==> config.mk <==
export PLATFORM = sky130hd
export DESIGN_NAME = cnt_bcd_display
export DESIGN_NICKNAME = d
export VERILOG_FILES = /design/src/rtl/cnt_bcd_display.sv
export SDC_FILE = /design/constraint.sdc
export NUM_CORES = 1
export LEC_CHECK = 0
export CAP_MARGIN = 15
export CORE_AREA = 3 3 70 98
export DETAILED_ROUTE_END_ITERATION = 16
export DIE_AREA = 0 0 73 101
export GPL_TIMING_DRIVEN = 0
export PLACE_DENSITY = 0.74
export SKIP_CTS_REPAIR_TIMING = 1
export SLEW_MARGIN = 30
export SYNTH_ARGS = -nofsm -noshare
export SYNTH_HDL_FRONTEND = slang
export SYNTH_SLANG_ARGS = --single-unit
export TNS_END_PERCENT = 1
==> constraint.sdc <==
create_clock -name clk -period 7.2 [get_ports clk]
set_input_delay 1.44 -clock clk [delete_from_list [all_inputs] [get_ports clk]]
set_output_delay 1.44 -clock clk [all_outputs]
set_load 0.05 [all_outputs]
==> src/rtl/cnt_bcd_display.sv <==
// Binary-to-BCD converter (sequential double-dabble, 9-cycle period) driving a
// 3-digit multiplexed 7-segment display with leading-zero blanking.
module cnt_bcd_display #(
  parameter int unsigned REFRESH_DIV  = 50000,
  parameter bit          COMMON_ANODE = 1'b1
) (
  input  logic        clk,
  input  logic        rst_n,
  input  logic [6:0]  cnt,
  output logic [11:0] bcd,
  output logic        bcd_valid,
  output logic        busy,
  output logic [6:0]  seg,
  output logic [2:0]  an
);

  localparam int unsigned RW = $clog2(REFRESH_DIV);
  localparam logic [RW-1:0] REF_LAST = RW'(REFRESH_DIV - 1);
  localparam logic [6:0] SEG_RST = COMMON_ANODE ? 7'b1000000 : 7'b0111111;
  localparam logic [2:0] AN_RST  = COMMON_ANODE ? 3'b110 : 3'b001;

  typedef enum logic [1:0] {
    S_IDLE,
    S_SHIFT,
    S_DONE
  } state_t;

  state_t        state_q, state_d;
  logic [18:0]   shreg_q, shreg_d;
  logic [2:0]    bitcnt_q, bitcnt_d;
  logic [11:0]   bcd_q, bcd_d;
  logic          valid_q, valid_d;
  logic [18:0]   adj;

  logic [RW-1:0] ref_q, ref_d;
  logic [1:0]    idx_q, idx_d;
  logic [6:0]    seg_q, seg_d;
  logic [2:0]    an_q, an_d;
  logic [3:0]    nib;
  logic          blank;
  logic [6:0]    glyph;
  logic [2:0]    an_oh;

  function automatic logic [6:0] decode(input logic [3:0] n);
    logic [6:0] g;
    case (n)
      4'd0:    g = 7'h3F;
      4'd1:    g = 7'h06;
      4'd2:    g = 7'h5B;
      4'd3:    g = 7'h4F;
      4'd4:    g = 7'h66;
      4'd5:    g = 7'h6D;
      4'd6:    g = 7'h7D;
      4'd7:    g = 7'h07;
      4'd8:    g = 7'h7F;
      4'd9:    g = 7'h6F;
      default: g = 7'h00;
    endcase
    return g;
  endfunction

  always_comb begin
    state_d  = state_q;
    shreg_d  = shreg_q;
    bitcnt_d = bitcnt_q;
    bcd_d    = bcd_q;
    valid_d  = 1'b0;
    adj      = shreg_q;
    case (state_q)
      S_IDLE: begin
        shreg_d  = {12'b0, cnt};
        bitcnt_d = '0;
        state_d  = S_SHIFT;
      end
      S_SHIFT: begin
        for (int unsigned i = 0; i < 3; i++) begin
          if (adj[7 + 4*i +: 4] >= 4'd5)
            adj[7 + 4*i +: 4] = adj[7 + 4*i +: 4] + 4'd3;
        end
        shreg_d  = {adj[17:0], 1'b0};
        bitcnt_d = bitcnt_q + 3'd1;
        if (bitcnt_q == 3'd6)
          state_d = S_DONE;
      end
      S_DONE: begin
        bcd_d   = shreg_q[18:7];
        valid_d = 1'b1;
        state_d = S_IDLE;
      end
      default: state_d = S_IDLE;
    endcase
  end

  // Display path looks ahead at the next index so an/seg switch on the same edge as the index.
  always_comb begin
    ref_d = (ref_q == REF_LAST) ? '0 : ref_q + 1'b1;
    idx_d = idx_q;
    if (ref_q == REF_LAST)
      idx_d = (idx_q == 2'd2) ? 2'd0 : idx_q + 2'd1;
    nib   = '0;
    blank = 1'b1;
    case (idx_d)
      2'd0: begin
        nib   = bcd_q[3:0];
        blank = 1'b0;
      end
      2'd1: begin
        nib   = bcd_q[7:4];
        blank = (bcd_q[11:8] == 4'd0) && (bcd_q[7:4] == 4'd0);
      end
      2'd2: begin
        nib   = bcd_q[11:8];
        blank = (bcd_q[11:8] == 4'd0);
      end
      default: begin
        nib   = '0;
        blank = 1'b1;
      end
    endcase
    glyph = blank ? 7'h00 : decode(nib);
    seg_d = COMMON_ANODE ? ~glyph : glyph;
    an_oh = 3'b001 << idx_d;
    an_d  = COMMON_ANODE ? ~an_oh : an_oh;
  end

  always_ff @(posedge clk or negedge rst_n) begin
    if (!rst_n) begin
      state_q  <= S_IDLE;
      shreg_q  <= '0;
      bitcnt_q <= '0;
      bcd_q    <= '0;
      valid_q  <= 1'b0;
      ref_q    <= '0;
      idx_q    <= '0;
      seg_q    <= SEG_RST;
      an_q     <= AN_RST;
    end else begin
      state_q  <= state_d;
      shreg_q  <= shreg_d;
      bitcnt_q <= bitcnt_d;
      bcd_q    <= bcd_d;
      valid_q  <= valid_d;
      ref_q    <= ref_d;
      idx_q    <= idx_d;
      seg_q    <= seg_d;
      an_q     <= an_d;
    end
  end

  assign bcd       = bcd_q;
  assign bcd_valid = valid_q;
  assign busy      = (state_q != S_IDLE);
  assign seg       = seg_q;
  assign an        = an_q;

endmodule

==> results.py <==
metrics = {
    "finish": {
        "insertedDiodeCount": 0,
        "area_growth_pct": 20.0,
        "seq_area_mm2": 0.00163,
        "multi_input_area_mm2": 0.00156,
        "fillCellCount": 512,
        "drive_above_1_share_pct": 12.5,
        "fin_nets": 395,
        "layout.cells.non_filler": 449,
    },
    "detailed_routing": {
        "drtIter0Drc": 90,
        "drc_errors": 0,
        "avgViaCountPerCell": 5.45,
        "wl_mm": 6.33,
        "drtAntennaViolNets": 0,
        "wl_per_cell_um": 14.1,
        "drt_first_pass_iters": 4,
        "vias": 2446,
    },
    "cts": {
        "cts_tree": "done",
        "cts-buffers-inserted": 9,
        "clk_latency_ns": 0.36,
        "path_clk_slew_ns": 0.08,
        "cts_buffer_depth": 2,
        "cts_root_buffer": "clkbuf_8",
        "numClockSinks": 65,
        "cts_htree_levels": 3,
    },
    "power": {
        "power_density_mw_per_mm2": 276,
        "power_uw": 1100,
        "p_leak_uw": 0.00184,
        "ir_drop_v": 0.000221,
    },
    "setup_path": {
        "reg2reg_from": "ref_q[0]$_DFF_PN0_",
        "max_stage_delay_ns": 0.80,
        "crit_path_end_kind": "output pin",
        "cp.required_ns": 5.76,
        "crit_slowest_cell": "clkdlybuf4s50_1",
        "crit_fanout": 10,
        "criticalPathCategory": "reg2out",
        "path_delay_family": "buffers and inverters",
        "setup.worst_path.start": "state_q[1]$_DFFE_PN0P_",
        "cp.arrival_ns": 1.96,
        "crit_path_cell_trace": "clkbuf_1 -> or2_2 -> clkdlybuf4s50_1",
        "start_kind": "flop",
        "cp_num_buf_inv": 2,
    },
    "logic_synthesis": {
        "ys_ff_latch": 65,
        "syn-cell-area_mm2": 0.00332,
        "synth_area_leaders": "dfrtp_1 47%, ha_1 5.3%, o21ai_0 5.1%",
        "synth_cell_types": 51,
        "yosysTopAreaCell": "dfrtp_1",
        "synth_flop_cell": "dfrtp_1",
        "synth_area_per_cell_um2": 10.1,
        "yosysWarnings": 0,
        "synthesis.nets": 351,
        "synth_cells": 328,
        "synthDominantCellAreaShare_pct": 46.7,
        "synth_edf_count": 0,
        "ys_seq_area_share_pct": 49.1,
        "async_reset_ff_share_pct": 100,
    },
    "timing": {
        "setup_viol": 0,
        "holdWs_ns": 0.456,
        "slew_headroom_pct": 61.4,
        "timing.final.crit_share_pct": 47.3,
        "finClkSkew_ns": 0.0114,
        "worst_slack_ns": 3.80,
        "worstMarginPinSlew_ns": 0.580,
        "finalMaxSlewViolations": 0,
        "max_freq_mhz": 294,
        "hold_viol": 0,
        "rsz0062_at_grt": "false",
        "fin_tns_setup_ns": 0,
        "fin_crit_ns": 3.40,
    },
    "die": {
        "num_io_pins": 33,
        "coreArea_mm2": 0.00617,
        "initial_core_util_pct": 53.8,
        "fp.dieArea_mm2": 0.00737,
        "core.rowCount": 34,
        "die_width_um": 73,
        "die_h_um": 101,
    },
    "place": {
        "globalplace.congestion": 0.859,
        "place_ws_ns": 4.15,
        "portBuffers": 32,
        "dpl.hpwl_mm": 4.70,
        "dp.cells": 433,
    },
    "global_routing": {
        "grtUsageTotal_pct": 19.7,
        "antenna_found_initial": 0,
        "grt_pass1_vias": 2492,
        "grt_start_max_net_pins": 47,
        "overflow": 0,
        "grt_pass1_wl_mm": 11.3,
    },
    "run_status": {
        "status": "completed",
    },
    "worst_hold_path": {
        "min_from": "ref_q[0]$_DFF_PN0_",
        "hold_class": "reg2reg",
    },
    "flow_run": {
        "drv_cap": 0,
    },
}
==> per-stage QoR <==
stage | cell area (µm²) | utilization, %
after global placement | 3730 | 60.5
after floorplan | 3320 | -
after detailed placement | 3760 | 60.9
final | 3990 | 64.6
after global routing | 3990 | 64.6
after CTS | 3990 | 64.6
==> final cells by class <==
cell class,count,area share [%]
sequential,65,40.9
timing repair buffer,33,8.67
clock inverter,6,2.29
tap,72,2.26
inverter,15,1.54
clock buffer,10,3.45
buffer,14,1.73
multi-input combinational,234,39.2
==> cells by family (layout without fill, tap and decap cells) <==
kind of cell               Yosys count  after routing  share of synthesized area, %
DFF                                 65             65                          49.1
muxes                               16             16                          5.24
AOI/OAI and AO/OA                   69             69                          13.6
and+or+nand+nor                    115            115                          17.5
adders and majority gates           15             15                          5.61
xor gates and xnor gates            19             19                          5.01
buffers and inverters               29             78                          3.92
==> sequential cells by signal, indices dropped and copies added (netlist names) <==
register,count
shreg_q,19
idx_q,2
ref_q,16
seg,7
bitcnt_q,3
state_q,2
bcd,12
an,3
bcd_valid,1
==> where the power goes <==
group          switching [µW]  leakage (µW)  internal, µW
clock                     149      0.000105           205
sequential               24.9      0.000830           401
combinational             196      0.000906           123
total                     370       0.00184           728
==> path summary, 6_finish.rpt <==
path	to	slack, ns	depth (start not counted)
worst max-delay path	busy	3.80	3
worst min-delay path	ref_q[0]$_DFF_PN0_	0.46	1
worst max register to register	seg[0]$_DFF_PN0_	4.51	11
worst min register to register	ref_q[0]$_DFF_PN0_	0.46	1
max in group asynchronous	an[2]$_DFF_PN1_	5.70	2
min in group asynchronous	ref_q[2]$_DFF_PN0_	0.95	1
==> per-layer routing <==
| metal | global-route usage (%) | share of wire (%) |
|---|---|---|
| met2 | 34.9 | 54 |
| met1 | 22.0 | 41 |
| met5 | 0 | 0 |
| met3 | 4.09 | 3.0 |
| met4 | 9.52 | 2.1 |
==> cells in the final DEF (no fill, tap or decap), types with 10 or more instances in the layout <==
cell	count
dfrtp_1	62
nand2_1	42
nor2_1	35
o21ai_0	34
clkdlybuf4s50_1	31
inv_1	14
ha_1	14
a21oi_1	10
clkbuf_1	10
xnor2_1	10
clkbuf_8	10
==> cell usage after synthesis (all sizes together) (6+ instances only) <==
master,count
dfrtp,62
nand2,42
o21ai,37
nor2,36
ha,14
inv,14
a21oi,10
clkbuf,10
xnor2,10
xor2,9
mux2,8
mux2i,8
nand2b,6
==> worst reg2reg max path, delay by kind of cell, from the launching register on <==
kind / cells / cell delay, ns
buf+inv: 3 / 0.45
flops: 1 / 0.37
compound gates: 2 / 0.27
fa+ha+maj: 2 / 0.47
simple gates: 3 / 0.72
mux: 1 / 0.28
No activity file was read; power rests on OpenSTA's default activity.
